## config.mk

```make
export PLATFORM = sky130hd
export DESIGN_NAME = turbo_encoder_core
export DESIGN_NICKNAME = d
export VERILOG_FILES = /design/src/rtl/turbo_encoder_core.sv
export SDC_FILE = /design/constraint.sdc
export NUM_CORES = 1
export LEC_CHECK = 0
export CAP_MARGIN = 15
export CORE_AREA = 2 2 221 223
export CTS_CLUSTER_SIZE = 10
export DETAILED_ROUTE_END_ITERATION = 12
export DIE_AREA = 0 0 223 225
export HOLD_SLACK_MARGIN = 0.08
export PLACE_DENSITY = 0.74
export SLEW_MARGIN = 20
export SYNTH_ARGS = -nofsm -noshare
export SYNTH_HDL_FRONTEND = slang
export SYNTH_HIERARCHICAL = 1
export SYNTH_SLANG_ARGS = --single-unit
export TNS_END_PERCENT = 5
```

## constraint.sdc

```tcl
create_clock -name clk -period 3.8 [get_ports clk]
set_clock_uncertainty 0.15 [all_clocks]
set_input_delay 0.76 -clock clk [delete_from_list [all_inputs] [get_ports clk]]
set_output_delay 0.76 -clock clk [all_outputs]
set_load 0.01 [all_outputs]
```

## src/rtl/turbo_encoder_core.sv

```systemverilog
// turbo_encoder_core: rate-1/3 turbo encoder (two 8-state RSC encoders, ck1 bit FIFO); define TRELLIS_TAIL_EN for trellis termination.
// One cycle from step to out_valid; an unaccepted output word stalls FIFO pops and ck2 until out_ready.

module turbo_bit_fifo #(
  parameter int DEPTH = 512,
  parameter int AW    = 9
) (
  input  logic        clk,
  input  logic        rst,
  input  logic        push_i,
  input  logic        din_i,
  input  logic        pop_i,
  output logic        dout_o,
  output logic        empty_o,
  output logic        full_o,
  output logic [AW:0] used_o
);
  logic [DEPTH-1:0] mem_q;
  logic [AW-1:0]    wr_ptr_q;
  logic [AW-1:0]    rd_ptr_q;
  logic [AW:0]      used_q;
  logic             do_push;
  logic             do_pop;

  assign full_o  = (used_q == (AW+1)'(DEPTH));
  assign empty_o = (used_q == '0);
  // a full FIFO refuses the push even when a pop frees a slot in the same cycle
  assign do_push = push_i & ~full_o;
  assign do_pop  = pop_i & ~empty_o;
  assign dout_o  = mem_q[rd_ptr_q];
  assign used_o  = used_q;

  always_ff @(posedge clk) begin
    if (do_push) mem_q[wr_ptr_q] <= din_i;
  end

  always_ff @(posedge clk) begin
    if (rst) begin
      wr_ptr_q <= '0;
      rd_ptr_q <= '0;
      used_q   <= '0;
    end else begin
      if (do_push) wr_ptr_q <= wr_ptr_q + AW'(1);
      if (do_pop)  rd_ptr_q <= rd_ptr_q + AW'(1);
      case ({do_push, do_pop})
        2'b10:   used_q <= used_q + (AW+1)'(1);
        2'b01:   used_q <= used_q - (AW+1)'(1);
        default: used_q <= used_q;
      endcase
    end
  end
endmodule

module turbo_encoder_core #(
  parameter int KMAX       = 6144,
  parameter int KMIN       = 40,
  parameter int KW         = 13,
  parameter int FIFO_DEPTH = 512,
  parameter int AW         = 9
) (
  input  logic          clk,
  input  logic          aclr,
  input  logic          start,
  input  logic [KW-1:0] blk_len,
  input  logic          ck1,
  input  logic          ck1_valid,
  output logic          ck1_ready,
  input  logic          ck2,
  input  logic          ck2_valid,
  output logic          ck2_ready,
  output logic          d0,
  output logic          d1,
  output logic          d2,
  output logic          out_valid,
  input  logic          out_ready,
  output logic          busy,
  output logic          done,
  output logic          err_len,
  output logic [AW:0]   fifo_used
);
  typedef enum logic [1:0] {IDLE, ENC, TAIL, DONE} state_t;

  state_t        state_q;
  logic [KW-1:0] k_q;
  logic [KW-1:0] cnt_q;
  logic [2:0]    enc1_q;     // {s1,s2,s3}, s1 newest
  logic [2:0]    enc2_q;
  logic [2:0]    d_q;
  logic          out_valid_q;
  logic          err_len_q;
`ifdef TRELLIS_TAIL_EN
  logic [11:0]   tail_q;
  logic [2:0]    tcnt_q;
  logic          tail_load;
`endif

  logic          fifo_dout;
  logic          fifo_empty;
  logic          fifo_full;
  logic          out_free;
  logic          step;
  logic          len_ok;
  logic [3:0]    r1_d;
  logic [3:0]    r2_d;

  // returns {z, next state}
  function automatic logic [3:0] rsc_step(input logic [2:0] s, input logic u);
    logic a;
    a = u ^ s[1] ^ s[0];
    return {a ^ s[2] ^ s[0], a, s[2], s[1]};
  endfunction

  // three termination steps from state s: {x1,z1,x2,z2,x3,z3}; the input x cancels the feedback
  function automatic logic [5:0] rsc_tail(input logic [2:0] s);
    logic [2:0] st;
    logic [5:0] bits;
    st   = s;
    bits = '0;
    for (int i = 0; i < 3; i++) begin
      bits[5-2*i] = st[1] ^ st[0];
      bits[4-2*i] = st[2] ^ st[0];
      st = {1'b0, st[2], st[1]};
    end
    return bits;
  endfunction

  turbo_bit_fifo #(.DEPTH(FIFO_DEPTH), .AW(AW)) u_ck1_fifo (
    .clk     (clk),
    .rst     (aclr),
    .push_i  (ck1_valid),
    .din_i   (ck1),
    .pop_i   (step),
    .dout_o  (fifo_dout),
    .empty_o (fifo_empty),
    .full_o  (fifo_full),
    .used_o  (fifo_used)
  );

  assign out_free = ~out_valid_q | out_ready;
  assign step     = (state_q == ENC) && (cnt_q != k_q) && !fifo_empty && ck2_valid && out_free;
  assign len_ok   = (blk_len >= KW'(KMIN)) && (blk_len <= KW'(KMAX));
  assign r1_d     = rsc_step(enc1_q, fifo_dout);
  assign r2_d     = rsc_step(enc2_q, ck2);
`ifdef TRELLIS_TAIL_EN
  assign tail_load = (state_q == TAIL) && (tcnt_q != 3'd4) && out_free;
`endif

  always_ff @(posedge clk) begin
    if (aclr) begin
      state_q     <= IDLE;
      k_q         <= '0;
      cnt_q       <= '0;
      enc1_q      <= '0;
      enc2_q      <= '0;
      d_q         <= '0;
      out_valid_q <= 1'b0;
      err_len_q   <= 1'b0;
`ifdef TRELLIS_TAIL_EN
      tail_q      <= '0;
      tcnt_q      <= '0;
`endif
    end else begin
      err_len_q <= 1'b0;
      if (out_valid_q && out_ready) out_valid_q <= 1'b0;
      case (state_q)
        IDLE: begin
          if (start) begin
            if (len_ok) begin
              state_q <= ENC;
              k_q     <= blk_len;
              cnt_q   <= '0;
              enc1_q  <= '0;
              enc2_q  <= '0;
            end else begin
              err_len_q <= 1'b1;
            end
          end
        end
        ENC: begin
          if (step) begin
            enc1_q      <= r1_d[2:0];
            enc2_q      <= r2_d[2:0];
            d_q         <= {fifo_dout, r1_d[3], r2_d[3]};
            out_valid_q <= 1'b1;
            cnt_q       <= cnt_q + KW'(1);
          end else if (cnt_q == k_q) begin
`ifdef TRELLIS_TAIL_EN
            state_q <= TAIL;
            tail_q  <= {rsc_tail(enc1_q), rsc_tail(enc2_q)};
            tcnt_q  <= '0;
            enc1_q  <= '0;
            enc2_q  <= '0;
`else
            // leave only once the last word has been taken
            if (out_free) state_q <= DONE;
`endif
          end
        end
        TAIL: begin
`ifdef TRELLIS_TAIL_EN
          if (tail_load) begin
            d_q         <= tail_q[11:9];
            tail_q      <= {tail_q[8:0], 3'b000};
            tcnt_q      <= tcnt_q + 3'd1;
            out_valid_q <= 1'b1;
          end else if ((tcnt_q == 3'd4) && out_free) begin
            state_q <= DONE;
          end
`else
          state_q <= IDLE;
`endif
        end
        DONE:    state_q <= IDLE;
        default: state_q <= IDLE;
      endcase
    end
  end

  assign ck1_ready = ~fifo_full;
  assign ck2_ready = step;
  assign d0        = d_q[2];
  assign d1        = d_q[1];
  assign d2        = d_q[0];
  assign out_valid = out_valid_q;
  assign busy      = (state_q != IDLE);
  assign done      = (state_q == DONE);
  assign err_len   = err_len_q;
endmodule
```

### Yosys cells after proc, flatten, opt, wreduce, memory -nomap -nowiden

Cells that the tools add are included.

| operators by class | value |
|---|---|
| equality and inequality tests | 14 |
| multiplexer cells | 26 |
| bitwise gates (word level) | 16 |
| magnitude comparators | 5 |
| $add $sub $neg | 5 |
| reduce and logical (&&, ||, !) cells | 19 |

Operators with widths:

| kind | number |
|---|---|
| $bwmux W512 | 1 |
| $mux W13 | 3 |
| $pmux W13 S2 | 1 |
| $lt A9 B10 Y1 const B | 2 |
| $pmux W10 S2 | 1 |
| $add A9 B1 Y9 const B | 2 |
| $add A13 B1 Y13 const B | 1 |
| $eq A13 B13 Y1 | 1 |
| $ge A13 B6 Y1 const B | 1 |
| $le A13 B13 Y1 const B | 1 |
| $ne A13 B13 Y1 | 1 |
| $mux W3 | 4 |
| $pmux W3 S2 | 2 |
| $add A10 B1 Y10 const B | 1 |
| $eq A10 B10 Y1 const B | 1 |
| $logic_not A10 Y1 | 1 |
| $mux W2 | 5 |
| $sub A10 B1 Y10 const B | 1 |
| $bmux W1 S9 | 1 |
| $demux W1 S9 | 1 |
| $ge A9 B1 Y1 const B | 1 |
| $ne A2 B2 Y1 const B | 4 |
| $xor A1 B1 Y1 | 8 |
| $logic_and A1 B1 Y1 | 7 |
| other kinds (17) | 33 |

| storage, ports and cells | value |
|---|---|
| bits in registers | 579 |
| input port bits | 21 |
| logic and storage cells | 97 |
| output and inout bits | 19 |

### Logic depth before layout (Yosys ltp)

Gate-level depths: netlist (run 1).

| depth | value |
|---|---|
| depth after elaboration | 8 |
| mapped depth | 21 |
| gate-level depth less buffers | 19 |

### Hierarchy

Netlist (run 1), hierarchy kept.

By module, submodules not included:

| module | instances | cells an instance | area an instance (um^2) |
|---|---|---|---|
| turbo_bit_fifo | 1 | 1754 | 24019.3 |
| turbo_encoder_core | 1 | 222 | 1949.4 |

### Worst setup path after synthesis (run 1)

No wires, ideal clock.

| timing path | value |
|---|---|
| path type | in2reg |
| from | in ck2_valid |
| to | reg u_ck1_fifo.used_q[8], in the netlist u_ck1_fifo/used_o[8] |
| stages on the path | 18 |
| setup time | 0.115 ns |
| data arrival time | 3.779 ns |
| setup slack | -0.244 ns |
| cell sequence | nor4bb_1 nand2_1 a21o_1 buf_2 buf_2 inv_1 o21ai_0 inv_1 ha_1 inv_1 fa_1 nor2b_1 o21ai_0 a21oi_1 o21a_1 o211ai_1 and3_1 a2111oi_0 |

| on the way | value |
|---|---|
| longest elaborated chain between the ends | 5 |
| elaborated cells between the ends (all ways) | 7 |
| those cells by class | eq/ne (2); mux (1); bitwise (1); reduce/logical (3) |

Ends and longest elaborated chain:

| item | RTL line | source |
|---|---|---|
| from (decl) | 69 | `input logic ck2_valid,` |
| $logic_and A1 B1 Y1 * (2 in a row) | 140 | `assign step = (state_q == ENC) && (cnt_q != k_q) && !fifo_empty && ck2_valid && out_free;` |
| via ck2_ready | 70 | `output logic ck2_ready,` |
| $and A1 B1 Y1 * | 29 | `assign do_pop = pop_i & ~empty_o;` |
| via u_ck1_fifo.do_pop | 23 | `logic do_pop;` |
| $eq A2 B1 Y1 or $eq A2 B2 Y1 (tied branches) | 45 | `case ({do_push, do_pop})` |
| $pmux W10 S2 or $reduce_bool A2 Y1 (tied branches) | - |  |
| to (signal assigned) | 46 | `2'b10: used_q <= used_q + (AW+1)'(1);` |
| to (signal assigned) | 47 | `2'b01: used_q <= used_q - (AW+1)'(1);` |
| to (signal assigned) | 48 | `default: used_q <= used_q;` |
| to (decl) | 21 | `logic [AW:0] used_q;` |

The timed path passes the listed nets; every way through them passes the cells marked *.
A chain may end at the register's enable or synchronous reset.

### Worst setup path in the final report (run 1)

| timing path | value |
|---|---|
| from | reg u_ck1_fifo.rd_ptr_q[1] |
| to | reg enc1_q[2] |

| on the way | value |
|---|---|
| longest elaborated chain between the ends | 6 |

Ends and longest elaborated chain:

| item | RTL line | source |
|---|---|---|
| from (decl) | 20 | `logic [AW-1:0] rd_ptr_q;` |
| from (signal assigned) | 44 | `if (do_pop) rd_ptr_q <= rd_ptr_q + AW'(1);` |
| $bmux W1 S9 | 30 | `assign dout_o = mem_q[rd_ptr_q];` |
| $mux W1 (implied by the code) | 30 |  |
| via fifo_dout | 97 | `logic fifo_dout;` |
| $xor A1 B1 Y1 (2 in a row) | 109 | `a = u ^ s[1] ^ s[0];` |
| $mux W3 | 180 | `if (step) begin` |
| $pmux W3 S2 | 165 | `case (state_q)` |
| to (signal assigned) | 181 | `enc1_q <= r1_d[2:0];` |
| to (decl) | 86 | `logic [2:0] enc1_q;` |

The timed path passes the listed nets, and every way through them passes these cells. The select of a mux whose other input is x is not followed.

==> results of run 1 <==
## path summary, 6_finish.rpt
kind,startpoint,end,slack (ns)
worst max-delay path,u_ck1_fifo/rd_ptr_q[1],enc1_q[2],0.12
worst min-delay path,cnt_q[12],cnt_q[12],0.34
worst max register to register,u_ck1_fifo/rd_ptr_q[1],enc1_q[2],0.12
worst min register to register,cnt_q[12],cnt_q[12],0.34
## where the power goes
| group | leakage, nW | internal [mW] | switching [mW] |
|---|---|---|---|
| registers | 5.15 | 6.95 | 0.0319 |
| clock network | 0.946 | 3.49 | 2.37 |
| logic | 2.98 | 0.337 | 0.444 |
## routing by layer
layer | part of all wire, % | up-vias | track usage, %
met5 | 0 | - | 0
met4 | 3.2 | 0 | 9.74
met3 | 9.7 | 147 | 5.15
met2 | 48 | 845 | 41.9
met1 | 39 | 8491 | 33.8
li1 | - | 7294 | -
## cell usage after synthesis, types with 11 or more instances
cell type	count
a21oi_1	35
a22oi_1	11
buf_2	20
buf_6	14
clkbuf_1	102
dfxtp_1	67
edfxtp_1	512
ha_1	15
inv_1	22
mux2_2	15
mux2i_1	54
mux4_1	21
mux4_2	91
nand2_1	123
nand2b_1	12
nand3_1	32
nor2_1	582
nor3_1	12
o21ai_0	19
xnor2_1	20
xor2_1	18
## flip-flops by register name, summed over array words and instances (netlist names), 9 cells and up
register and flops:
u_ck1_fifo/used_o 10, u_ck1_fifo/rd_ptr_q 9, u_ck1_fifo/wr_ptr_q 9, u_ck1_fifo/mem_q 512
k_q 13, cnt_q 13
## metrics by stage
stage | cells | hold WS (ns) | area (um^2)
floorplan | 1976 | 0.310 | 26000
global placement | 2570 | 0.324 | 27200
detailed placement | 2570 | 0.336 | 27200
CTS | 2677 | 0.344 | 29300
global route | 2677 | 0.364 | 29300
finish | 2677 | 0.341 | 29300
## final cells by class
| class | instances | area [um^2] | area share, % |
|---|---|---|---|
| clock buffer | 99 | 1940 | 6.63 |
| clock inverter | 1 | 5.00 | 0.0171 |
| inverter | 23 | 86.3 | 0.295 |
| multi-input combinational | 1222 | 8450 | 28.8 |
| sequential | 579 | 16700 | 57.1 |
| tap | 615 | 769 | 2.62 |
| timing repair buffer | 138 | 1330 | 4.53 |
## repair_timing
item	CTS	global route
endpoints found under the setup margin	2	6
pin swaps	0	1
setup buffers	7	0
resized for setup	0	12
## worst max-delay path, cell delays in order (launching register included)
cell and delay, ns:
dfxtp_4 0.66, mux4_2 0.40, mux4_2 0.49, o32ai_1 0.46, buf_4 0.21, o21ba_2 0.15, o21ai_0 0.16, a311oi_1 0.08
buf_4 0.17, xor2_2 0.22, xor2_1 0.18, nand2_1 0.07, mux2i_1 0.16
## logic make-up (layout without fill, tap and decap cells)
family | count (synthesis) | in the layout | share of synthesized area, %
and+or+nand+nor | 848 | 848 | 13.7
DFF | 579 | 579 | 64.4
muxes | 181 | 181 | 12.7
buffers and inverters | 175 | 261 | 3.37
AOI/OAI and AO/OA | 139 | 139 | 3.72
xor gates and xnor gates | 38 | 38 | 1.28
adders and majority gates | 16 | 16 | 0.800
==> out/qor.csv, run 1 <==
metric,value,unit
run status,"finished, final reports clean",
fmax,272,MHz
Worst Max-Slew Pin Slew,1.02,ns
worst hold-check path type,reg -> reg,
final WL,63300,um
layout cells sized above 1,15.4,%
post-route setup slack,0.122,ns
H-tree levels,3,
fill count,3538,
TritonRoute pass-1 iters,7,
most frequent cells in the layout,"582 x nor2_1, 512 x edfxtp_1, 115 x nand2_1",
Post-synth EDFFs,512,
Syn Area/Cell,13.1,um^2
post-route ant nets,0,
CTS Root Cell,clkbuf_16,
post-synthesis cell area,26000,um^2
CP Class,reg -> reg,
MaxCap Viol Count,0,
data arrival time of the critical path,4.04,ns
initial antenna violation count,1,
"Power, Total",13.6,mW
Final TNS setup,0,ns
Power Density,465,nW/um^2
total core area,47500,um^2
1st-iter DRT viols,2254,
Main synth FF type,edfxtp_1,
unrepaired setup endpoints after global routing,false,
syn nets,2013,
clk_lat worst skew,0.59,ns
max_slew headroom,31.6,%
clk sinks,579,
Tmin final,3.68,ns
synth top area cells,"edfxtp_1 59%, nor2_1 8.4%, mux4_2 7.9%",
TritonCTS clock tree,built,
RePlAce Congestion,0.826,
cts hold-fix bufs,0,
Reg2Reg Depth,12,
Setup crit end kind,register,
worst vdd ir,263,uV
clock buffer depth,3,
row cnt,80,
largest net degree at the start of global routing,141,
die height,225,um
register area share after synthesis,64.4,%
Initial Utilization,54.6,%
Async SR Flop Fraction,0,%
nets@finish,2069,
n_diodes,0,
vias,16800,
DR vias/cell,6.27,
Overall Global Routing Usage,25.5,%
Place WS,-0.236,ns
area grow syn2layout,12.9,%
final hold vios,0,
Leak,9.07,nW
Yosys warnings,6,
area share of the largest cell type after synthesis,59.2,%
"FF+latch count, synth",579,
DR WL/cell,23.6,um
worst path required time,4.16,ns
first-pass GRT wire length,96300,um
Worst Hold Depth,2,
Final Util,61.7,%
crit share post-route,96.8,%
IO Pins,40,
vias in the first global route,16500,
cell count after synthesis,1976,
post-synth top area cell,edfxtp_1,
total grt overflow,0,
Port Buf Inserts,39,
Max Slew Vio Count,0,
Die ar.,50200,um^2
CTS buffer count,68,
Detail Placement HPWL,36400,um
final setup fails,0,
clk slew on worst S/H paths,0.06,ns
Startpoint Class,register,
Crit Path Max Fanout,21,
"most common cell after layout, fill and taps aside",nor2_1,
Cell variety after synth,83,
drc violations,0,
Die Wd,223,um
(Power assumes the default switching activity.)
==> inputs of run 2 (changes only) <==
ABC_AREA = 1   (was not set)
CORE_AREA = 2 2 227 229   (was 2 2 221 223)
DIE_AREA = 0 0 229 231   (was 0 0 223 225)
==> run 2 against run 1 <==
Cell area increased by 4.5%. Via count up 29%. Fmax rose by 4.2%. Combinational power rose by 79%. Clock power is 3% higher. Register-to-register slack better by 0.23 ns. Synthesized cell count is 57% higher. Worst hold slack got worse by 0.017 ns. Setup slack better by 0.15 ns.
==> out/qor.csv, run 2 <==
metric,value,unit
DR vias/cell,5.70,
Die ar.,52900,um^2
Initial Utilization,54.3,%
CP Class,reg -> out,
total core area,50700,um^2
Critical Path Start,u_ck1_fifo/used_o[1],
TritonCTS clock tree,built,
final WL,72900,um
"reg-to-reg slack, setup",0.35,ns
biggest regs,"u_ck1_fifo/mem_q x512, cnt_q x13, k_q x13",
Leak,11.2,nW
post-synthesis cell area,27500,um^2
Worst Max-Slew Pin Slew,1.03,ns
worst hold-check path type,reg -> reg,
TritonRoute pass-1 iters,6,
"Power, Total",14.5,mW
DR WL/cell,19.2,um
vias,21700,
Setup crit end kind,output pin,
largest net degree at the start of global routing,159,
data arrival time of the critical path,2.62,ns
initial antenna violation count,0,
crit share post-route,92.8,%
clock buffer depth,3,
Cell variety after synth,39,
Critical Path Sink,ck2_ready,
"FF+latch count, synth",579,
area share of the largest cell type after synthesis,55.9,%
worst path required time,2.89,ns
Overall Global Routing Usage,27.6,%
register area share after synthesis,60.8,%
Crit Path Max Fanout,5,
IO Pins,40,
run status,"finished, final reports clean",
syn nets,3133,
Yosys warnings,6,
final setup fails,0,
Post-synth EDFFs,512,
H-tree levels,3,
1st-iter DRT viols,2893,
drc violations,0,
cell with the most instances after synthesis,nor2_1,
vias in the first global route,20500,
Power Density,472,nW/um^2
post-route ant nets,0,
die height,231,um
layout cells sized above 1,6.63,%
CTS Root Cell,clkbuf_16,
MaxCap Viol Count,0,
Final Util,60.5,%
"most common cell after layout, fill and taps aside",nor2_1,
clk_lat worst skew,0.61,ns
Main synth FF type,edfxtp_1,
Detail Placement HPWL,40800,um
final hold vios,0,
nets@finish,3124,
Top reg by flops,u_ck1_fifo/mem_q,
row cnt,83,
CTS buffer count,69,
clk slew on worst S/H paths,0.05,ns
unrepaired setup endpoints after global routing,false,
Port Buf Inserts,39,
cell area after layout,30600,um^2
area of placed instances,28600,um^2
area grow syn2layout,11.4,%
clk sinks,579,
total grt overflow,0,
synth top area cells,"edfxtp_1 56%, nor2_1 12%, nand2_1 8.5%",
Syn Area/Cell,8.89,um^2
Post-synth top cells,"844 x nor2_1, 623 x nand2_1, 512 x edfxtp_1",
most frequent cells in the layout,"843 x nor2_1, 623 x nand2_1, 512 x edfxtp_1",
Die Wd,229,um
Reg2Reg Depth,23,
cell count after synthesis,3096,
worst vdd ir,445,uV
reg2reg start,u_ck1_fifo/used_o[1],
Largest register FFs,512,
Crit Reg-Reg Endpoint,u_ck1_fifo/used_o[8],
post-synth top area cell,edfxtp_1,
Tmin final,3.53,ns
first-pass GRT wire length,114000,um
n_diodes,0,
Startpoint Class,register,
RePlAce Congestion,0.891,
Max Slew Vio Count,0,
max_slew headroom,31.2,%
Async SR Flop Fraction,0,%
fmax,283,MHz
## run 2: routing by layer
layer  routed length [um]  global-route usage, %  vias to the layer above
met4                 2850                   11.4                        0
met2                34500                   44.9                     1168
met5                    0                      0                        -
met3                 7490                   5.32                      202
li1                     -                      -                    10000
met1                28100                   36.6                    10300
## run 2: worst min path at each step
stage,cells after the start,to,from
after floorplan,2,k_q[10],k_q[10]
after global placement,1,u_ck1_fifo/rd_ptr_q[8],u_ck1_fifo/rd_ptr_q[8]
after detailed placement,2,k_q[1],k_q[1]
after CTS,2,k_q[1],k_q[1]
after global routing,2,k_q[1],k_q[1]
final,2,k_q[7],k_q[7]
## run 2: final cells by class
class                      count  area [um^2]
fill                        4298        20000
sequential                   579        16700
multi-input combinational   2071         8890
clock buffer                 100         1940
timing repair buffer         124         1230
inverter                     242          915
tap                          680          851
clock inverter                 6         81.3
## run 2: kinds of logic (layout without fill, tap and decap cells)
family	after synthesis	after routing	synth area share (%)
buffers and inverters	446	472	7.09
AO/OA/AOI/OAI	299	299	5.62
AND/OR/NAND/NOR	1742	1742	25.3
flip-flops	579	579	60.8
adder cells (fa/ha/maj)	16	16	0.755
XOR/XNOR	14	14	0.446
## run 2: metrics by stage
step | cells | setup slack (ns) | TNS (ns) | hold slack, ns
after floorplan | 3096 | 0.175 | 0 | 0.293
after global placement | 3696 | -0.0780 | -0.0780 | 0.307
after detailed placement | 3696 | -0.0878 | -0.131 | 0.310
after CTS | 3802 | 0.196 | 0 | 0.323
after global routing | 3802 | 0.0163 | 0 | 0.343
final | 3802 | 0.272 | 0 | 0.324
## run 2: worst max-delay path, cell delays in order (launching register included)
cell and delay (ns):
dfxtp_1 0.38, inv_1 0.09, nand4_1 0.14, nor2_1 0.08, nand3_1 0.11, inv_1 0.09
nor4_4 0.31, nand2_4 0.07, inv_1 0.09, buf_4 0.13, clkdlybuf4s50_1 0.53
## run 2: where the power goes
part | switching, mW | leakage [nW] | internal, mW
Sequential | 0.0483 | 5.15 | 6.97
Combinational | 0.960 | 5.06 | 0.445
Clock | 2.47 | 0.978 | 3.58
Total | 3.48 | 11.2 | 11.0
## run 2: what timing repair did
item / CTS / global route
endpoints found under the setup margin: 0 / 4
hold buffers: 0 / 0
setup buffers: 0 / 0
gates resized for setup: 0 / 2
